$ cat config.mk
export PLATFORM = sky130hd
export DESIGN_NAME = obi_port_arbiter
export DESIGN_NICKNAME = d
export VERILOG_FILES = /design/src/rtl/obi_port_arbiter.sv
export SDC_FILE = /design/constraint.sdc
export NUM_CORES = 1
export LEC_CHECK = 0
export ABC_AREA = 1
export BUFFER_PORTS_ARGS = -buffer_cell sky130_fd_sc_hd__buf_2
export CORE_AREA = 2 2 109 111
export CTS_BUF_LIST = sky130_fd_sc_hd__clkbuf_8
export DETAILED_ROUTE_END_ITERATION = 12
export DIE_AREA = 0 0 111 113
export PLACE_DENSITY_LB_ADDON = 0.15
export SLEW_MARGIN = 15
export SYNTH_ARGS = -nofsm -noshare
export SYNTH_HDL_FRONTEND = slang
export SYNTH_SLANG_ARGS = --single-unit
$ cat constraint.sdc
create_clock -name clk_i -period 2.1 [get_ports clk_i]
set_input_delay 0.21 -clock clk_i [delete_from_list [all_inputs] [get_ports clk_i]]
set_output_delay 0.21 -clock clk_i [all_outputs]
set_load 0.005 [all_outputs]
$ cat src/rtl/obi_port_arbiter.sv
// Shares one single-port OBI memory between the instruction and data ports:
// round-robin issue with a held winner until handshake, in-order response routing by source FIFO.
module obi_port_arbiter #(
  parameter int unsigned MAX_OUTSTANDING = 2,
  parameter int unsigned ADDR_WIDTH      = 32
) (
  input  logic                  clk_i,
  input  logic                  rst_ni,
  input  logic                  instr_req_i,
  input  logic [ADDR_WIDTH-1:0] instr_addr_i,
  output logic                  instr_gnt_o,
  output logic                  instr_rvalid_o,
  output logic [31:0]           instr_rdata_o,
  input  logic                  data_req_i,
  input  logic [ADDR_WIDTH-1:0] data_addr_i,
  input  logic                  data_we_i,
  input  logic [3:0]            data_be_i,
  input  logic [31:0]           data_wdata_i,
  output logic                  data_gnt_o,
  output logic                  data_rvalid_o,
  output logic [31:0]           data_rdata_o,
  output logic                  mem_req_o,
  output logic [ADDR_WIDTH-1:0] mem_addr_o,
  output logic                  mem_we_o,
  output logic [3:0]            mem_be_o,
  output logic [31:0]           mem_wdata_o,
  input  logic                  mem_gnt_i,
  input  logic                  mem_rvalid_i,
  input  logic [31:0]           mem_rdata_i,
  output logic                  err_o
);

  localparam int unsigned CW = $clog2(MAX_OUTSTANDING + 1);
  localparam int unsigned PW = (MAX_OUTSTANDING > 1) ? $clog2(MAX_OUTSTANDING) : 1;
  localparam logic SRC_INSTR = 1'b0;
  localparam logic SRC_DATA  = 1'b1;

  logic [CW-1:0]              count;
  logic [PW-1:0]              wr_ptr;
  logic [PW-1:0]              rd_ptr;
  logic [MAX_OUTSTANDING-1:0] src_fifo;
  logic                       last_grant;
  logic                       lock;
  logic                       locked_src;

  logic winner;
  logic winner_req;
  logic full;
  logic empty;
  logic handshake;
  logic pop;

  function automatic logic [PW-1:0] ptr_inc(input logic [PW-1:0] p);
    return (p == PW'(MAX_OUTSTANDING - 1)) ? '0 : p + PW'(1);
  endfunction

  // Winner selection: a stalled request keeps the bus; otherwise alternate on ties.
  always_comb begin
    winner = SRC_INSTR;
    if (lock) begin
      winner = locked_src;
    end else if (instr_req_i && data_req_i) begin
      winner = ~last_grant;
    end else if (data_req_i) begin
      winner = SRC_DATA;
    end
  end

  assign winner_req = (winner == SRC_DATA) ? data_req_i : instr_req_i;
  assign full       = (count >= CW'(MAX_OUTSTANDING));
  assign empty      = (count == '0);
  assign mem_req_o  = rst_ni & winner_req & ~full;
  assign handshake  = mem_req_o & mem_gnt_i;
  assign pop        = rst_ni & mem_rvalid_i & ~empty;

  // Issue mux; instruction fetches are full-word reads.
  always_comb begin
    mem_addr_o  = '0;
    mem_we_o    = 1'b0;
    mem_be_o    = 4'h0;
    mem_wdata_o = '0;
    if (mem_req_o) begin
      if (winner == SRC_DATA) begin
        mem_addr_o  = data_addr_i;
        mem_we_o    = data_we_i;
        mem_be_o    = data_be_i;
        mem_wdata_o = data_wdata_i;
      end else begin
        mem_addr_o  = instr_addr_i;
        mem_be_o    = 4'hF;
      end
    end
  end

  assign instr_gnt_o    = handshake & (winner == SRC_INSTR);
  assign data_gnt_o     = handshake & (winner == SRC_DATA);
  assign instr_rvalid_o = pop & (src_fifo[rd_ptr] == SRC_INSTR);
  assign data_rvalid_o  = pop & (src_fifo[rd_ptr] == SRC_DATA);
  assign instr_rdata_o  = rst_ni ? mem_rdata_i : '0;
  assign data_rdata_o   = rst_ni ? mem_rdata_i : '0;
  assign err_o          = rst_ni & mem_rvalid_i & empty;

  always_ff @(posedge clk_i or negedge rst_ni) begin
    if (!rst_ni) begin
      count      <= '0;
      wr_ptr     <= '0;
      rd_ptr     <= '0;
      src_fifo   <= '0;
      last_grant <= SRC_DATA;
      lock       <= 1'b0;
      locked_src <= SRC_INSTR;
    end else begin
      if (handshake) begin
        src_fifo[wr_ptr] <= winner;
        wr_ptr           <= ptr_inc(wr_ptr);
        last_grant       <= winner;
      end
      if (pop) begin
        rd_ptr <= ptr_inc(rd_ptr);
      end
      if (handshake && !pop) begin
        count <= count + CW'(1);
      end else if (pop && !handshake) begin
        count <= count - CW'(1);
      end
      // Hold the stalled winner so the memory side stays stable until granted.
      if (handshake) begin
        lock <= 1'b0;
      end else if (mem_req_o) begin
        lock       <= 1'b1;
        locked_src <= winner;
      end
    end
  end

  count_bound: assert property (@(posedge clk_i) disable iff (!rst_ni)
    count <= CW'(MAX_OUTSTANDING));

endmodule
Yosys cells after proc, flatten, opt, wreduce, memory -nomap -nowiden
Cells that the tools add are included.

word-level totals
  register bits after elaboration = 9
  bits in latches = 0
  RAM bits = 0
  ROM bits = 0
  input bits = 139
  output and inout bits = 139
  word-level logic and storage cells = 65
  memories = 0

operators by class
  add/subtract/negate cells = 4
  multipliers = 0
  div/mod/pow operators = 0
  order comparisons = 4
  equality and inequality tests = 0
  shift operators = 0
  mux-type cells = 24
  bitwise operators = 16
  reduce and logical (&&, ||, !) cells = 10

operators by type and width
  kind                                                                  count
  32-bit 2-to-1 mux                                                     5
  1-bit 2-to-1 mux                                                      13
  1-bit AND                                                             10
  4-bit 2-to-1 mux                                                      2
  1-bit NOT                                                             6
  1-bit logical AND                                                     4
  1-bit by 2-bit < comparator with 1-bit output, second input constant  2
  2-bit 2-to-1 mux                                                      2
  2-bit nonzero test                                                    2
  1-bit adder, second input constant                                    2
  2-bit by 1-bit adder with 2-bit output, second input constant         1
  2-bit bitwise mux                                                     1
  2-bit >= comparator, second input constant                            1
  1-bit zero test                                                       2
  2-bit zero test                                                       1
  2-bit AND reduction                                                   1
  2-bit by 1-bit subtractor with 2-bit output, second input constant    1
  1-bit demux with 1-bit select                                         1
  1-bit >= comparator, second input constant                            1

Depth between registers and ports, before layout
Gate-level depths: netlist of run 1.

  word-level depth = 11
  gate-level depth with buffers = 9
  depth with buffers taken out = 9

Least setup slack after synthesis of run 1
Ideal clock, no wire load.

  path kind = register to register
  from = register last_grant
  to = register count[1]
  data arrival time = 1.567 ns
  data required time = 1.969 ns
  setup slack = 0.403 ns
  stages on the path, launching flop included = 10
  path buffers = 0
  period minus slack after synthesis = 1.697 ns
  cell sequence = dfstp_2 > nand2_1 > nand3_2 > nand3_4 > nand2_8 > nor2_8 > ha_1 > a21oi_1 > o21ai_0 > xor2_1

on the way
  cells in the longest elaborated chain, start to end = 10
  elaborated cells on any way between the ends = 12
  classes of those cells = mux (4); bitwise (4); reduce/logical (4)

ends and longest elaborated chain
  what                          RTL line  RTL
  start: declaration            42        logic last_grant;
  start signal: assignment      116       last_grant <= winner;
  1-bit NOT *                   63        winner = ~last_grant;
  1-bit 2-to-1 mux *            62        end else if (instr_req_i && data_req_i) begin
  1-bit 2-to-1 mux *            60        if (lock) begin
  1-bit 2-to-1 mux *            69        assign winner_req = (winner == SRC_DATA) ? data_req_i : instr_req_i;
  1-bit AND * (2 in a row)      72        assign mem_req_o = rst_ni & winner_req & ~full;
  1-bit AND *                   73        assign handshake = mem_req_o & mem_gnt_i;
  1-bit zero test               123       end else if (pop && !handshake) begin
  1-bit logical AND             123
  2-bit nonzero test (no line)  -
  end signal: assignment        122       count <= count + CW'(1);
  end signal: assignment        124       count <= count - CW'(1);
  end: declaration              38        logic [CW-1:0] count;

Mark *: on every way between the ends. The rest lies on a longest branch, timed or not.
A chain may end at the register's enable or synchronous reset.

Final worst setup path of run 1
  from = register last_grant
  to = output mem_we_o

on the way
  cells in the longest elaborated chain, start to end = 7
  elaborated cells on any way between the ends = 8
  classes of those cells = mux (5); bitwise (3)

ends and longest elaborated chain
  what                    RTL line  RTL
  1-bit NOT *             63
  1-bit 2-to-1 mux *      62
  1-bit 2-to-1 mux *      60
  1-bit 2-to-1 mux        69
  1-bit AND (2 in a row)  72
  1-bit 2-to-1 mux *      82        if (mem_req_o) begin
  end: declaration        24        output logic mem_we_o,

Marked as above.

==> results of run 1 <==
final cells by class:
cell class / count / area (um2) / share of cell area
timing repair buffer: 284 / 1461 / 0.4444
inverter: 44 / 170.2 / 0.05175
clock buffer: 3 / 41.29 / 0.01256
tap: 143 / 178.9 / 0.05441
sequential: 9 / 226.5 / 0.06887
clock inverter: 1 / 5.005 / 0.001522
multi-input combinational: 243 / 1205 / 0.3664
worst max-delay path: stages (launching register included):
cell,delay (ps)
dfstp_2,530
nand2_1,60
nand3_2,130
nand3_4,130
nand2_8,110
buf_4,330
nor2_1,70
buf_2,150
synth_stat cells, types with 2 or more instances:
cell type | count | area share
buf_4 | 43 | 0.16
inv_2 | 2 | 0.0038
nand2_2 | 2 | 0.0063
dfrtp_1 | 8 | 0.10
clkbuf_1 | 3 | 0.0057
a21oi_2 | 29 | 0.13
a21oi_1 | 5 | 0.013
buf_2 | 3 | 0.0076
buf_6 | 4 | 0.023
nand2_1 | 141 | 0.27
xor2_1 | 2 | 0.0088
nand3_1 | 3 | 0.0076
inv_1 | 41 | 0.078
nor2_1 | 44 | 0.083
o21ai_0 | 3 | 0.0076
nor2_8 | 2 | 0.020
nand4_1 | 2 | 0.0063
power by group through the flow:
stage          Combinational, mW  Clock, mW  Sequential [mW]
5_1_grt                     2.00      0.223            0.331
6_report                    1.77      0.202            0.320
2_1_floorplan               1.32          0            0.308
3_3_place_gp                1.76          0            0.319
3_5_place_dp                1.77          0            0.320
4_1_cts                     1.77      0.212            0.319
how the worst max path moves through the flow:
| stage | to | startpoint | cells after the start |
|---|---|---|---|
| floorplan | count[1] | last_grant | 9 |
| global placement | mem_addr_o[13] | last_grant | 7 |
| detailed placement | mem_addr_o[2] | last_grant | 7 |
| CTS | mem_addr_o[2] | last_grant | 7 |
| global route | mem_addr_o[25] | last_grant | 7 |
| finish | mem_we_o | last_grant | 7 |
repair_timing:
action / 4_1_cts / 5_1_grt
endpoints found under the hold margin: 8 / 0
hold buffers: 1 / 0
endpoints found under the setup margin: 0 / 37
gates resized for setup: 0 / 4
state kept, by name, indices dropped and copies added (netlist names):
signal / count
count: 2
last_grant: 1
lock: 1
locked_src: 1
rd_ptr: 1
src_fifo: 2
wr_ptr: 1
routing by layer:
layer  vias up  part of all wire  GRT usage
met2       180              0.54     0.2515
met3         8             0.089    0.01714
met1      1194              0.36     0.1257
li1       1474                 -          -
met5         -                 0          0
met4         0             0.013    0.03083
logic make-up after synthesis:
kind of cell	Yosys count	share of synthesized area
AND/OR/NAND/NOR	201	0.4313
buffers and inverters	97	0.2831
AO/OA/AOI/OAI	38	0.1519
flip-flops	9	0.1141
XOR/XNOR	3	0.01324
adder cells (fa/ha/maj)	1	0.006304
==> flow_metrics.tcl, run 1 <==
set metrics [dict create \
    slew_headroom 0.7523 \
    numCtsBuffers 3 \
    hold_ws_ps 280.2 \
    io_buffers 277 \
    required_ps 1890 \
    reg2reg_depth 9 \
    seqPwrFrac 0.139 \
    cp.arrival_ps 1730 \
    clkSinkCount 9 \
    drive_gt1_frac 0.5651 \
    synth_edf_count 0 \
    powerDensity_mw_per_mm2 697.8 \
    min_period_ps 1940 \
    grt_pass1_vias 2644 \
    die_w_um 111 \
    ys_seq_area_frac 0.1141 \
    worstMarginPinSlew_ps 370.8 \
    cts_tree "done" \
    layout_common_cells "buf_2, nand2_1, nor2_1, inv_1, a21oi_2" \
    wl_mm 8.334 \
    drc_errors 0 \
    gp_congestion 0.8087 \
    p_switching_mw 1.248 \
    min_period_over_period 0.9240 \
    die_height_um 113 \
    final_common_cell "buf_2" \
    yosysWarningCount 0 \
    grt_max_degree 51 \
    grt_pass1_wl_mm 12.65 \
    dieArea_mm2 0.01254 \
    drt-pass1-iter-count 7 \
    hp-class "in -> reg" \
    gr-total-overflow 0 \
    preCtsSetupSlack_ps 284.1 \
    fin_setup_tns_ps 0 \
    cts_buffer_depth 2 \
    syn_nets 489 \
    combPwrFrac 0.773 \
    critPathKind "reg -> out" \
    slew_viol_final 0 \
    synthArstFlopShare 1.000 \
    synth_area_mm2 0.001984 \
    area.growth.synth_to_final_pct 65.70 \
    wl_per_cell_um 11.46 \
    cp_max_fo 22 \
    cts_max_level 1 \
    finalSetupViolations 0 \
    grt_antenna_before_repair 0 \
    synthCells 349 \
    core.rowCount 39 \
    post_cts_buffers 0 \
    fin_area_mm2 0.003288 \
    insertion_delay_ps 230 \
    diodes 0 \
    switching_share 0.5438 \
    status "completed" \
    core_area_mm2 0.01127 \
    end_kind "output port" \
    stdcell_count 727 \
    syn_area_per_cell_um2 5.686 \
    vias 2856 \
    hpwl_mm 7.069 \
    fin_ws_ps 159.7 \
    r2r_start "last_grant" \
    total_power_mw 2.295 \
    ioPinCount 278 \
    initial_core_util 0.1760 \
    num-fill-cells 1295 \
    min_to "locked_src" \
    grt_usage 0.1211 \
    path_clk_slew_ps 40 \
    ys.flop_type "dfrtp_1" \
    finish.utilization 0.2917 \
    dp_cells 722 \
    final_nets 725 \
    finalHoldViolCount 0 \
    cellLeakagePower_nw 2.217 \
    power_frac_clock 0.088 \
    timing.rr.end "count[1]" \
    postRouteAntennaNets 0 \
    first_iter_violations 128 \
    intPower_mw 1.047 \
    drv_cap 0 \
    startpoint_type "flip-flop" \
    cts-root-buf "clkbuf_8" \
    rsz0062_at_grt "no" \
    min_from "mem_gnt_i" \
    fmax_mhz 515.4 \
    ys_ff_latch 9 \
    fin_worst_skew_ps 6.418 \
    ff2ff_setup_slack_ps 300 \
    placed_cell_area_mm2 0.003213 \
    vias_per_cell 3.928 \
    synthDistinctLibCells 29 \
    ir_drop_mv 0.2973 \
    whs_path_depth 3 \
]
No activity file was read; power rests on OpenSTA's default activity.
==> inputs of run 2 (changes only) <==
--- a/config.mk
+++ b/config.mk
@@ -11,7 +11,7 @@
 export CTS_BUF_LIST = sky130_fd_sc_hd__clkbuf_8
 export DETAILED_ROUTE_END_ITERATION = 12
 export DIE_AREA = 0 0 111 113
-export PLACE_DENSITY_LB_ADDON = 0.15
+export PLACE_DENSITY = 0.53
 export SLEW_MARGIN = 15
 export SYNTH_ARGS = -nofsm -noshare
 export SYNTH_HDL_FRONTEND = slang
==> run 2 against run 1 <==
Fmax fell by 3.7%. Non-clock buffer count fell by 1. Worst setup slack got worse by 75 ps. Utilization stayed put. Clock skew shrank 5.5 ps. Final cell count shrank 0.14%. Via count is 1.6% lower. Global-route usage fell by 1.0 points. Count of clock-buffer cells in the layout unchanged. Wire length is 6.9% lower.
==> flow_metrics.tcl, run 2 (synthesis gave the netlist of run 1 again) <==
set metrics [dict create \
    gp_congestion 0.8115 \
    clkSinkCount 9 \
    drt-pass1-iter-count 4 \
    layout_common_cells "buf_2, nand2_1, nor2_1, inv_1, a21oi_2" \
    critPathKind "in -> out" \
    placed_cell_area_mm2 0.003211 \
    total_power_mw 2.285 \
    wl_per_cell_um 10.69 \
    cp.arrival_ps 1810 \
    finalHoldViolCount 0 \
    stdcell_count 726 \
    hp-class "in -> reg" \
    dieArea_mm2 0.01254 \
    core.rowCount 39 \
    first_iter_violations 119 \
    drive_gt1_frac 0.5643 \
    power_frac_clock 0.084 \
    post_cts_buffers 0 \
    cp_max_fo 72 \
    met1_length_mm 2.839 \
    dr_wl_met3_um 880 \
    min_period_over_period 0.9598 \
    wl_mm 7.759 \
    r2r_start "last_grant" \
    p_switching_mw 1.237 \
    status "completed" \
    fmax_mhz 496.1 \
    cellLeakagePower_nw 2.215 \
    grt_max_degree 73 \
    grt_usage 0.1108 \
    num-fill-cells 1274 \
    ioPinCount 278 \
    fin_area_mm2 0.003288 \
    min_period_ps 2016 \
    vias_per_cell 3.871 \
    io_buffers 277 \
    startpoint_type "input port" \
    fin_worst_skew_ps 0.8867 \
    cts_buffer_depth 2 \
    hpwl_mm 6.347 \
    finalSetupViolations 0 \
    reg2reg_depth 9 \
    startpoint "rst_ni" \
    cts_max_level 1 \
    area.growth.synth_to_final_pct 65.70 \
    initial_core_util 0.1760 \
    cts_tree "done" \
    die_height_um 113 \
    drc_errors 0 \
    drv_cap 0 \
    whs_path_depth 3 \
    seqCellArea_um2 226.5 \
    postRouteAntennaNets 0 \
    top_layer_used "met4" \
    end_kind "output port" \
    cts-root-buf "clkbuf_8" \
    die_w_um 111 \
    worstMarginPinSlew_ps 402.0 \
    largest_registers "count (2), src_fifo (2)" \
    multiInputGateArea_mm2 0.001204 \
    insertion_delay_ps 230 \
    core_area_mm2 0.01127 \
    diodes 0 \
    dp_cells 720 \
    gr-total-overflow 0 \
    seqPwrFrac 0.140 \
    route.met2.wl_mm 4.010 \
    switching_share 0.5415 \
    numCtsBuffers 3 \
    required_ps 1890 \
    intPower_mw 1.047 \
    hold_ws_ps 283.9 \
    path_clk_slew_ps 40 \
    slew_headroom 0.7315 \
    vias 2810 \
    final_nets 724 \
    min_from "mem_gnt_i" \
    slew_viol_final 0 \
    grt_pass1_wl_mm 11.81 \
    ir_drop_mv 0.3469 \
    grt_antenna_before_repair 0 \
    powerDensity_mw_per_mm2 694.8 \
    final_common_cell "buf_2" \
    grt_pass1_vias 2388 \
    combPwrFrac 0.776 \
]
-- run 2: power groups by stage --
| stage | sequential [mW] | clock (mW) | combinational [mW] |
|---|---|---|---|
| 2_1_floorplan | 0.308 | 0 | 1.32 |
| 3_3_place_gp | 0.320 | 0 | 1.79 |
| 3_5_place_dp | 0.322 | 0 | 1.77 |
| 4_1_cts | 0.319 | 0.199 | 1.79 |
| 5_1_grt | 0.331 | 0.209 | 2.01 |
| 6_report | 0.319 | 0.192 | 1.77 |
-- run 2: stage by stage --
| stage | util | TNS [ps] | setup slack (ps) |
|---|---|---|---|
| 6_report | 0.2917 | 0 | 84.39 |
| 5_1_grt | 0.2917 | -11.80 | -11.80 |
| 4_1_cts | 0.2906 | 0 | 34.21 |
| 3_5_place_dp | 0.2848 | 0 | 286.5 |
| 3_3_place_gp | 0.2848 | 0 | 303.5 |
| 2_1_floorplan | - | 0 | 402.5 |
-- run 2: per-layer routing --
layer	up-vias	global-route usage
met4	0	0.01000
met5	-	0
li1	1471	-
met1	1149	0.1235
met3	4	0.02839
met2	186	0.2188
-- run 2: path summary, 6_finish.rpt --
check                                  to  slack [ps]
setup / recovery           mem_addr_o[23]          80
hold / removal                 locked_src         280
setup reg to reg                 count[1]         360
hold reg to reg                last_grant         460
max in group asynchronous        count[1]         920
min in group asynchronous      last_grant         510
-- run 2: layout make-up --
cell class                 count  area share
timing repair buffer         283      0.4444
multi-input combinational    243      0.3661
sequential                     9     0.06887
tap                          143     0.05441
inverter                      44     0.05251
clock buffer                   3     0.01256
clock inverter                 1    0.001142
-- run 2: worst max-delay path, stage by stage --
cell           delay [ps]
dlygate4sd3_1         520
buf_2                 160
nand2_2               100
nor2_8                160
nand2_8                80
buf_12                200
a21oi_2               170
buf_2                 130
-- run 2: timing repair --
item	in CTS	in global routing
resized for setup	0	4
hold buffers	2	0
endpoints found under the setup margin	0	20
endpoints found under the hold margin	4	0
